[src/rtl/bus_round_robin_arbiter_if.sv]
// Shared-bus arbitration interface: per-device requests and payloads in,
// registered one-hot grant and muxed owner payload out.
interface bus_round_robin_arbiter_if #(
   parameter int unsigned NUM_DEVICES = 8,
   parameter int unsigned ID_WIDTH    = 3,
   parameter int unsigned D_WIDTH     = 32,
   parameter int unsigned C_WIDTH     = 8
);
   logic [NUM_DEVICES-1:0]         req;
   logic [NUM_DEVICES-1:0]         ack;
   logic [NUM_DEVICES*D_WIDTH-1:0] bus_in;
   logic [NUM_DEVICES*C_WIDTH-1:0] ctrl_in;
   logic [D_WIDTH-1:0]             bus_out;
   logic [C_WIDTH-1:0]             ctrl_out;
   logic                           busy;
   logic [ID_WIDTH-1:0]            owner_id;
   logic                           timeout_err;

   // Requester side
   modport master (
      output req, bus_in, ctrl_in,
      input  ack, bus_out, ctrl_out, busy, owner_id, timeout_err
   );

   // Arbiter side
   modport slave (
      input  req, bus_in, ctrl_in,
      output ack, bus_out, ctrl_out, busy, owner_id, timeout_err
   );
endinterface

[src/rtl/bus_round_robin_arbiter.sv]
// Round-robin bus arbiter with registered grants, hold-time watchdog and
// an owner-selected data/control drive that reads zero while idle.
module bus_round_robin_arbiter #(
   parameter int unsigned NUM_DEVICES = 8,
   parameter int unsigned ID_WIDTH    = 3,
   parameter int unsigned D_WIDTH     = 32,
   parameter int unsigned C_WIDTH     = 8,
   parameter int unsigned MAX_HOLD    = 255
) (
   input logic                       clk50MHz,
   input logic                       reset,
   bus_round_robin_arbiter_if.slave  bus
);
   localparam int unsigned CNT_W = (MAX_HOLD < 2) ? 1 : $clog2(MAX_HOLD + 1);
   localparam logic [CNT_W-1:0] CNT_SAT  = CNT_W'(MAX_HOLD);
   localparam logic [CNT_W-1:0] CNT_LAST = (MAX_HOLD == 0) ? '0 : CNT_W'(MAX_HOLD - 1);
   localparam bit WD_EN = (MAX_HOLD != 0);

   localparam logic [0:0] IDLE  = 1'b0;
   localparam logic [0:0] OWNED = 1'b1;

   logic [0:0]             state, state_nxt;
   logic [NUM_DEVICES-1:0] ack_q, ack_nxt;
   logic [NUM_DEVICES-1:0] mask, mask_nxt;
   logic [ID_WIDTH-1:0]    owner_q, owner_nxt;
   logic [ID_WIDTH-1:0]    last_owner, last_owner_nxt;
   logic [CNT_W-1:0]       cnt, cnt_nxt;
   logic                   busy_q, busy_nxt;
   logic                   tmo_q, tmo_nxt;

   logic [NUM_DEVICES-1:0] cand;
   logic [ID_WIDTH-1:0]    winner;
   logic                   found;
   logic                   owner_req;
   logic [D_WIDTH-1:0]     data_mux;
   logic [C_WIDTH-1:0]     ctrl_mux;

   assign owner_req = bus.req[owner_q];

   // First eligible requester scanning upward from the slot after the last owner
   always_comb begin
      cand   = bus.req & ~mask;
      winner = '0;
      found  = 1'b0;
      for (int unsigned k = 1; k <= NUM_DEVICES; k++) begin
         if (!found && cand[ID_WIDTH'(last_owner + ID_WIDTH'(k))]) begin
            found  = 1'b1;
            winner = ID_WIDTH'(last_owner + ID_WIDTH'(k));
         end
      end
   end

   // Next-state and registered-output logic
   always_comb begin
      state_nxt      = state;
      ack_nxt        = ack_q;
      owner_nxt      = owner_q;
      last_owner_nxt = last_owner;
      cnt_nxt        = cnt;
      busy_nxt       = busy_q;
      tmo_nxt        = 1'b0;
      mask_nxt       = mask & bus.req;

      case (state)
         IDLE: begin
            if (found) begin
               state_nxt      = OWNED;
               ack_nxt        = NUM_DEVICES'(1) << winner;
               owner_nxt      = winner;
               last_owner_nxt = winner;
               cnt_nxt        = '0;
               busy_nxt       = 1'b1;
            end
         end
         OWNED: begin
            if (!owner_req) begin
               state_nxt = IDLE;
               ack_nxt   = '0;
               owner_nxt = '0;
               busy_nxt  = 1'b0;
               cnt_nxt   = '0;
            end else if (WD_EN && (cnt == CNT_LAST)) begin
               // Revoked owner stays masked until it drops its request
               state_nxt = IDLE;
               ack_nxt   = '0;
               owner_nxt = '0;
               busy_nxt  = 1'b0;
               cnt_nxt   = '0;
               tmo_nxt   = 1'b1;
               mask_nxt  = mask_nxt | (NUM_DEVICES'(1) << owner_q);
            end else if (cnt != CNT_SAT) begin
               cnt_nxt = cnt + CNT_W'(1);
            end
         end
         default: begin
            state_nxt = IDLE;
            ack_nxt   = '0;
            owner_nxt = '0;
            busy_nxt  = 1'b0;
            cnt_nxt   = '0;
         end
      endcase
   end

   always_ff @(posedge clk50MHz) begin
      if (reset) begin
         state      <= IDLE;
         ack_q      <= '0;
         mask       <= '0;
         owner_q    <= '0;
         last_owner <= ID_WIDTH'(NUM_DEVICES - 1);
         cnt        <= '0;
         busy_q     <= 1'b0;
         tmo_q      <= 1'b0;
      end else begin
         state      <= state_nxt;
         ack_q      <= ack_nxt;
         mask       <= mask_nxt;
         owner_q    <= owner_nxt;
         last_owner <= last_owner_nxt;
         cnt        <= cnt_nxt;
         busy_q     <= busy_nxt;
         tmo_q      <= tmo_nxt;
      end
   end

   // AND-OR select on the one-hot grant; yields zero with no owner
   always_comb begin
      data_mux = '0;
      ctrl_mux = '0;
      for (int unsigned i = 0; i < NUM_DEVICES; i++) begin
         if (ack_q[i]) begin
            data_mux = data_mux | bus.bus_in[i*D_WIDTH +: D_WIDTH];
            ctrl_mux = ctrl_mux | bus.ctrl_in[i*C_WIDTH +: C_WIDTH];
         end
      end
   end

   assign bus.ack         = ack_q;
   assign bus.busy        = busy_q;
   assign bus.owner_id    = owner_q;
   assign bus.timeout_err = tmo_q;
   assign bus.bus_out     = data_mux;
   assign bus.ctrl_out    = ctrl_mux;

endmodule

[src/flat_wrapper.sv]
// flat-port wrapper written by rule: the top's interface ports become plain ports
module bus_round_robin_arbiter_flat 
#(
   parameter int unsigned NUM_DEVICES = 8,
   parameter int unsigned ID_WIDTH    = 3,
   parameter int unsigned D_WIDTH     = 32,
   parameter int unsigned C_WIDTH     = 8,
   parameter int unsigned MAX_HOLD    = 255
)
  (clk50MHz, reset, bus_req, bus_bus_in, bus_ctrl_in, bus_ack, bus_bus_out, bus_ctrl_out, bus_busy, bus_owner_id, bus_timeout_err);
  bus_round_robin_arbiter_if #(.NUM_DEVICES(NUM_DEVICES), .ID_WIDTH(ID_WIDTH), .D_WIDTH(D_WIDTH), .C_WIDTH(C_WIDTH)) bus_i ();
  input logic clk50MHz;
  input logic reset;
  input wire logic [$bits(bus_i.req)-1:0] bus_req;
  input wire logic [$bits(bus_i.bus_in)-1:0] bus_bus_in;
  input wire logic [$bits(bus_i.ctrl_in)-1:0] bus_ctrl_in;
  output wire logic [$bits(bus_i.ack)-1:0] bus_ack;
  output wire logic [$bits(bus_i.bus_out)-1:0] bus_bus_out;
  output wire logic [$bits(bus_i.ctrl_out)-1:0] bus_ctrl_out;
  output wire logic [$bits(bus_i.busy)-1:0] bus_busy;
  output wire logic [$bits(bus_i.owner_id)-1:0] bus_owner_id;
  output wire logic [$bits(bus_i.timeout_err)-1:0] bus_timeout_err;
  assign bus_i.req = bus_req;
  assign bus_i.bus_in = bus_bus_in;
  assign bus_i.ctrl_in = bus_ctrl_in;
  assign bus_ack = bus_i.ack;
  assign bus_bus_out = bus_i.bus_out;
  assign bus_ctrl_out = bus_i.ctrl_out;
  assign bus_busy = bus_i.busy;
  assign bus_owner_id = bus_i.owner_id;
  assign bus_timeout_err = bus_i.timeout_err;
  bus_round_robin_arbiter #(.NUM_DEVICES(NUM_DEVICES), .ID_WIDTH(ID_WIDTH), .D_WIDTH(D_WIDTH), .C_WIDTH(C_WIDTH), .MAX_HOLD(MAX_HOLD)) u_core (.clk50MHz(clk50MHz), .reset(reset), .bus(bus_i));
endmodule
[config.mk]
export PLATFORM = sky130hd
export DESIGN_NAME = bus_round_robin_arbiter_flat
export DESIGN_NICKNAME = d
export VERILOG_FILES = /design/src/rtl/bus_round_robin_arbiter_if.sv /design/src/rtl/bus_round_robin_arbiter.sv /design/src/flat_wrapper.sv
export SDC_FILE = /design/constraint.sdc
export NUM_CORES = 1
export LEC_CHECK = 0
export BUFFER_PORTS_ARGS = -buffer_cell sky130_fd_sc_hd__buf_2
export CELL_PAD_IN_SITES_DETAIL_PLACEMENT = 1
export CELL_PAD_IN_SITES_GLOBAL_PLACEMENT = 1
export CORE_AREA = 2 2 147 149
export DETAILED_ROUTE_END_ITERATION = 7
export DIE_AREA = 0 0 149 151
export HOLD_SLACK_MARGIN = 0.03
export PLACE_DENSITY_LB_ADDON = 0.25
export SLEW_MARGIN = 20
export SYNTH_ARGS = -nofsm -noshare
export SYNTH_HDL_FRONTEND = slang
export SYNTH_SLANG_ARGS = --single-unit
[constraint.sdc]
create_clock -name clk50MHz -period 7.4 [get_ports clk50MHz]
set_input_delay 1.48 -clock clk50MHz [delete_from_list [all_inputs] [get_ports clk50MHz]]
set_output_delay 1.48 -clock clk50MHz [all_outputs]
set_load 0.05 [all_outputs]
==> results by group <==
Placed design
  – Post-Place Worst Slack: 3.311 ns
  – Dpl hpwl: about 20 mm
  – IO Port Bufs: 382
  – Placed Area: about 6100 µm²
  – # placed instances: between 1k and 1.5k
  – Routability congestion estimate: 0.8015

STA
  – Slew Viols, Final: 0
  – Final period util: 0.5187
  – Setup_tns: 0 ns
  – Final hold vios: 0
  – PnR worst setup slack: 3.562 ns
  – Final setup vio count: 0
  – Worst Tran Pin Value: 1.112 ns
  – Worst Clk Skew: 0.006628 ns
  – Slew HR: 0.2588
  – Peak Freq: 260.5 MHz
  – RSZ-0062 raised after global routing: no
  – Final hold slack: 0.4570 ns
  – Final min period: 3.838 ns

Clocking
  – Clock slew at reported path FFs: approximately 0.06 ns
  – Clk_lat worst skew: between 0.2 and 0.3 ns
  – Root Buffer: clkbuf_16
  – CTS HTree Levels: 2
  – CTS Buf Count: 5
  – CTS Sinks: 33
  – Hold-fix buffers, CTS: 0
  – Postcts setup bufs: 0
  – CTS Buffer Depth: 2
  – CTS tree: built
  – Post_cts resized: 0

Synth
  – Post-synthesis sequential area ratio: 0.1647
  – Post-Synthesis Cells: 499
  – Number of flops mapped to enable cells by yosys: 0
  – FFs w/ async S/R, synth: 0
  – Cell accounting for the most synthesized area: a22oi_1
  – Post-synth cell types: 62
  – Yosys warns: 0
  – Synth Register Bits: 33
  – Synthesized area per cell: roughly 8.0 µm²
  – Synthesized Nets: roughly 830
  – Largest cells by area after synthesis: a22oi_1, dfxtp_1, nand4_1, mux4_2, clkbuf_1
  – Synthesized area: 4010 µm²
  – Top-area cell type share of the netlist area: 0.3108
  – Ys flop type: dfxtp_1

Global route
  – Total GRT Usage: 0.2039
  – Vias in the first global route: 6019
  – Largest net degree at the start of global routing: 43
  – Initial antenna violation count: 4
  – Overflow after GRT: 0
  – First-pass GRT wire length: 35.31 mm

Routing
  – Drt first pass iters: 7
  – Iteration-0 DRC Markers: 186
  – DR WL/cell: 22.12 µm
  – DRC violations left: 0
  – WL final: 24.84 mm
  – Vias per cell: 5.266
  – Vias post-DR: 5914
  – Detail Route Antenna Nets: 0

Floorplanning
  – Initial Utilization: 0.1926
  – Core ar.: about 21000 µm²
  – Die Wd: approximately 150 µm
  – Core Rows: 53
  – IO Pins: 383
  – Die Ht: ~150 µm
  – Die Area: 22500 µm²

Setup path
  – Critical R2R Capture: u_core.bus.owner_id[2]$_SDFFE_PP0P_
  – Critical path class: in2out
  – R2R depth: 9
  – R2R Path Start: u_core.last_owner[1]$_SDFFE_PP1P_
  – Crit path max fanout: 1
  – Critical Path AT: around 2.4 ns
  – Critical Path Sink Type: primary output
  – Req. time, crit path: 5.92 ns
  – Critical path launch point type: input port
  – Register-to-register setup slack: 3.61 ns

Run
  – Max Cap Violations: 0

Final layout
  – Nets: ~1.2k
  – Most frequent cells in the layout: buf_2, a22oi_1, nand4_1, nor2_1, dfxtp_1
  – Final Cell Area: 6252 µm²
  – Final core occ: 0.3003
  – Non-Filler Instances: between 1k and 1.5k
  – FF+latch area: about 670 µm²
  – Fillcell total: about 2.7k
  – Synthesis-to-layout area growth: 55.91%
  – Most common cell after layout, fill and taps aside: buf_2
  – Layout cells sized above 1: 0.5195
  – Area of the multi-input gates: 3074 µm²

Worst hold path
  – Worst hold path type: reg2reg
  – Worst Min Path Start: u_core.bus.busy$_SDFFE_PP0P_
  – WHS Path Cells: 1
  – Hold endpoint: u_core.bus.busy$_SDFFE_PP0P_

Pwr
  – Static leakage power: 2.859 nW
  – Final Total Pwr: 3.019 mW
  – Cell Pwr Density: 482.8 nW/µm²
  – Max VDD drop: 0.0002178 V

Outcome
  – Outcome: complete, no violations
==> area by class of cell <==
type	instances	area share
Multi-Input combinational cell	401	0.4917
Timing Repair Buffer	388	0.3130
Sequential cell	33	0.1073
Tap cell	275	0.05503
Clock buffer	5	0.02001
Inverter	15	0.009005
Clock inverter	3	0.002802
Antenna cell	3	0.001201
==> cells by family after synthesis <==
kind of cell	count (synthesis)	synth area share
AOI/OAI and AO/OA	221	0.4122
xor gates and xnor gates	8	0.01747
adders and majority gates	4	0.01248
buffers and inverters	65	0.06864
DFF	33	0.1647
muxes	33	0.1201
and+or+nand+nor	135	0.2044
==> state kept, by name, indices dropped and copies added (netlist names) <==
register	flops
u_core.bus.busy	1
u_core.bus.owner_id	3
u_core.state	1
u_core.cnt	8
u_core.mask	8
u_core.last_owner	3
u_core.bus.ack	8
u_core.bus.timeout_err	1
==> per-layer routing <==
layer,vias up,GRT usage,share of wire
met4,6,0.06571,0.025
met3,35,0.04337,0.082
met1,2828,0.2437,0.39
li1,2747,-,-
met5,-,0,0.0016
met2,298,0.3643,0.50
==> cell usage after synthesis, types with 2 or more instances <==
cell,number
nand4_1,41
mux2_4,2
nor2_1,34
and4b_1,3
a21o_1,3
o211ai_1,3
nor2_2,2
o32ai_1,5
mux2i_1,13
a32oi_1,3
o31ai_1,3
a211oi_1,3
nor4_2,2
mux4_2,9
inv_2,3
xnor2_1,7
nor3b_2,2
buf_6,3
buf_2,4
o22ai_1,3
nor4bb_1,4
a32o_1,4
dfxtp_1,33
inv_1,12
o21ai_0,3
a21oi_1,11
a22oi_1,166
nor3_1,3
nand2_1,14
and2_1,2
nand2b_1,6
mux2_2,6
nor4b_1,2
clkbuf_1,42
nor2b_1,6
ha_1,4
nand3_1,6
a22o_1,3
==> critical path, cell delays in order <==
cell	delay [ns]
buf_2	0.09
a22oi_1	0.26
nand4_1	0.23
buf_2	0.29
==> worst max path at each step <==
stage	slack [ns]	to	startpoint
floorplan	3.78	bus_bus_out[0]	bus_bus_in[32]
CTS	3.45	bus_bus_out[15]	bus_bus_in[111]
global placement	3.36	u_core.bus.owner_id[0]$_SDFFE_PP0P_	bus_req[5]
global route	3.28	u_core.bus.owner_id[2]$_SDFFE_PP0P_	u_core.last_owner[1]$_SDFFE_PP1P_
detailed placement	3.31	u_core.bus.owner_id[0]$_SDFFE_PP0P_	bus_req[5]
finish	3.56	bus_bus_out[15]	bus_bus_in[111]
==> report_power, final <==
part,internal [mW],switching (mW),leakage (nW)
clock network,0.123,0.0790,0.0696
logic,0.718,1.72,2.52
registers,0.210,0.171,0.272
Power figures use the tool's default switching activity.
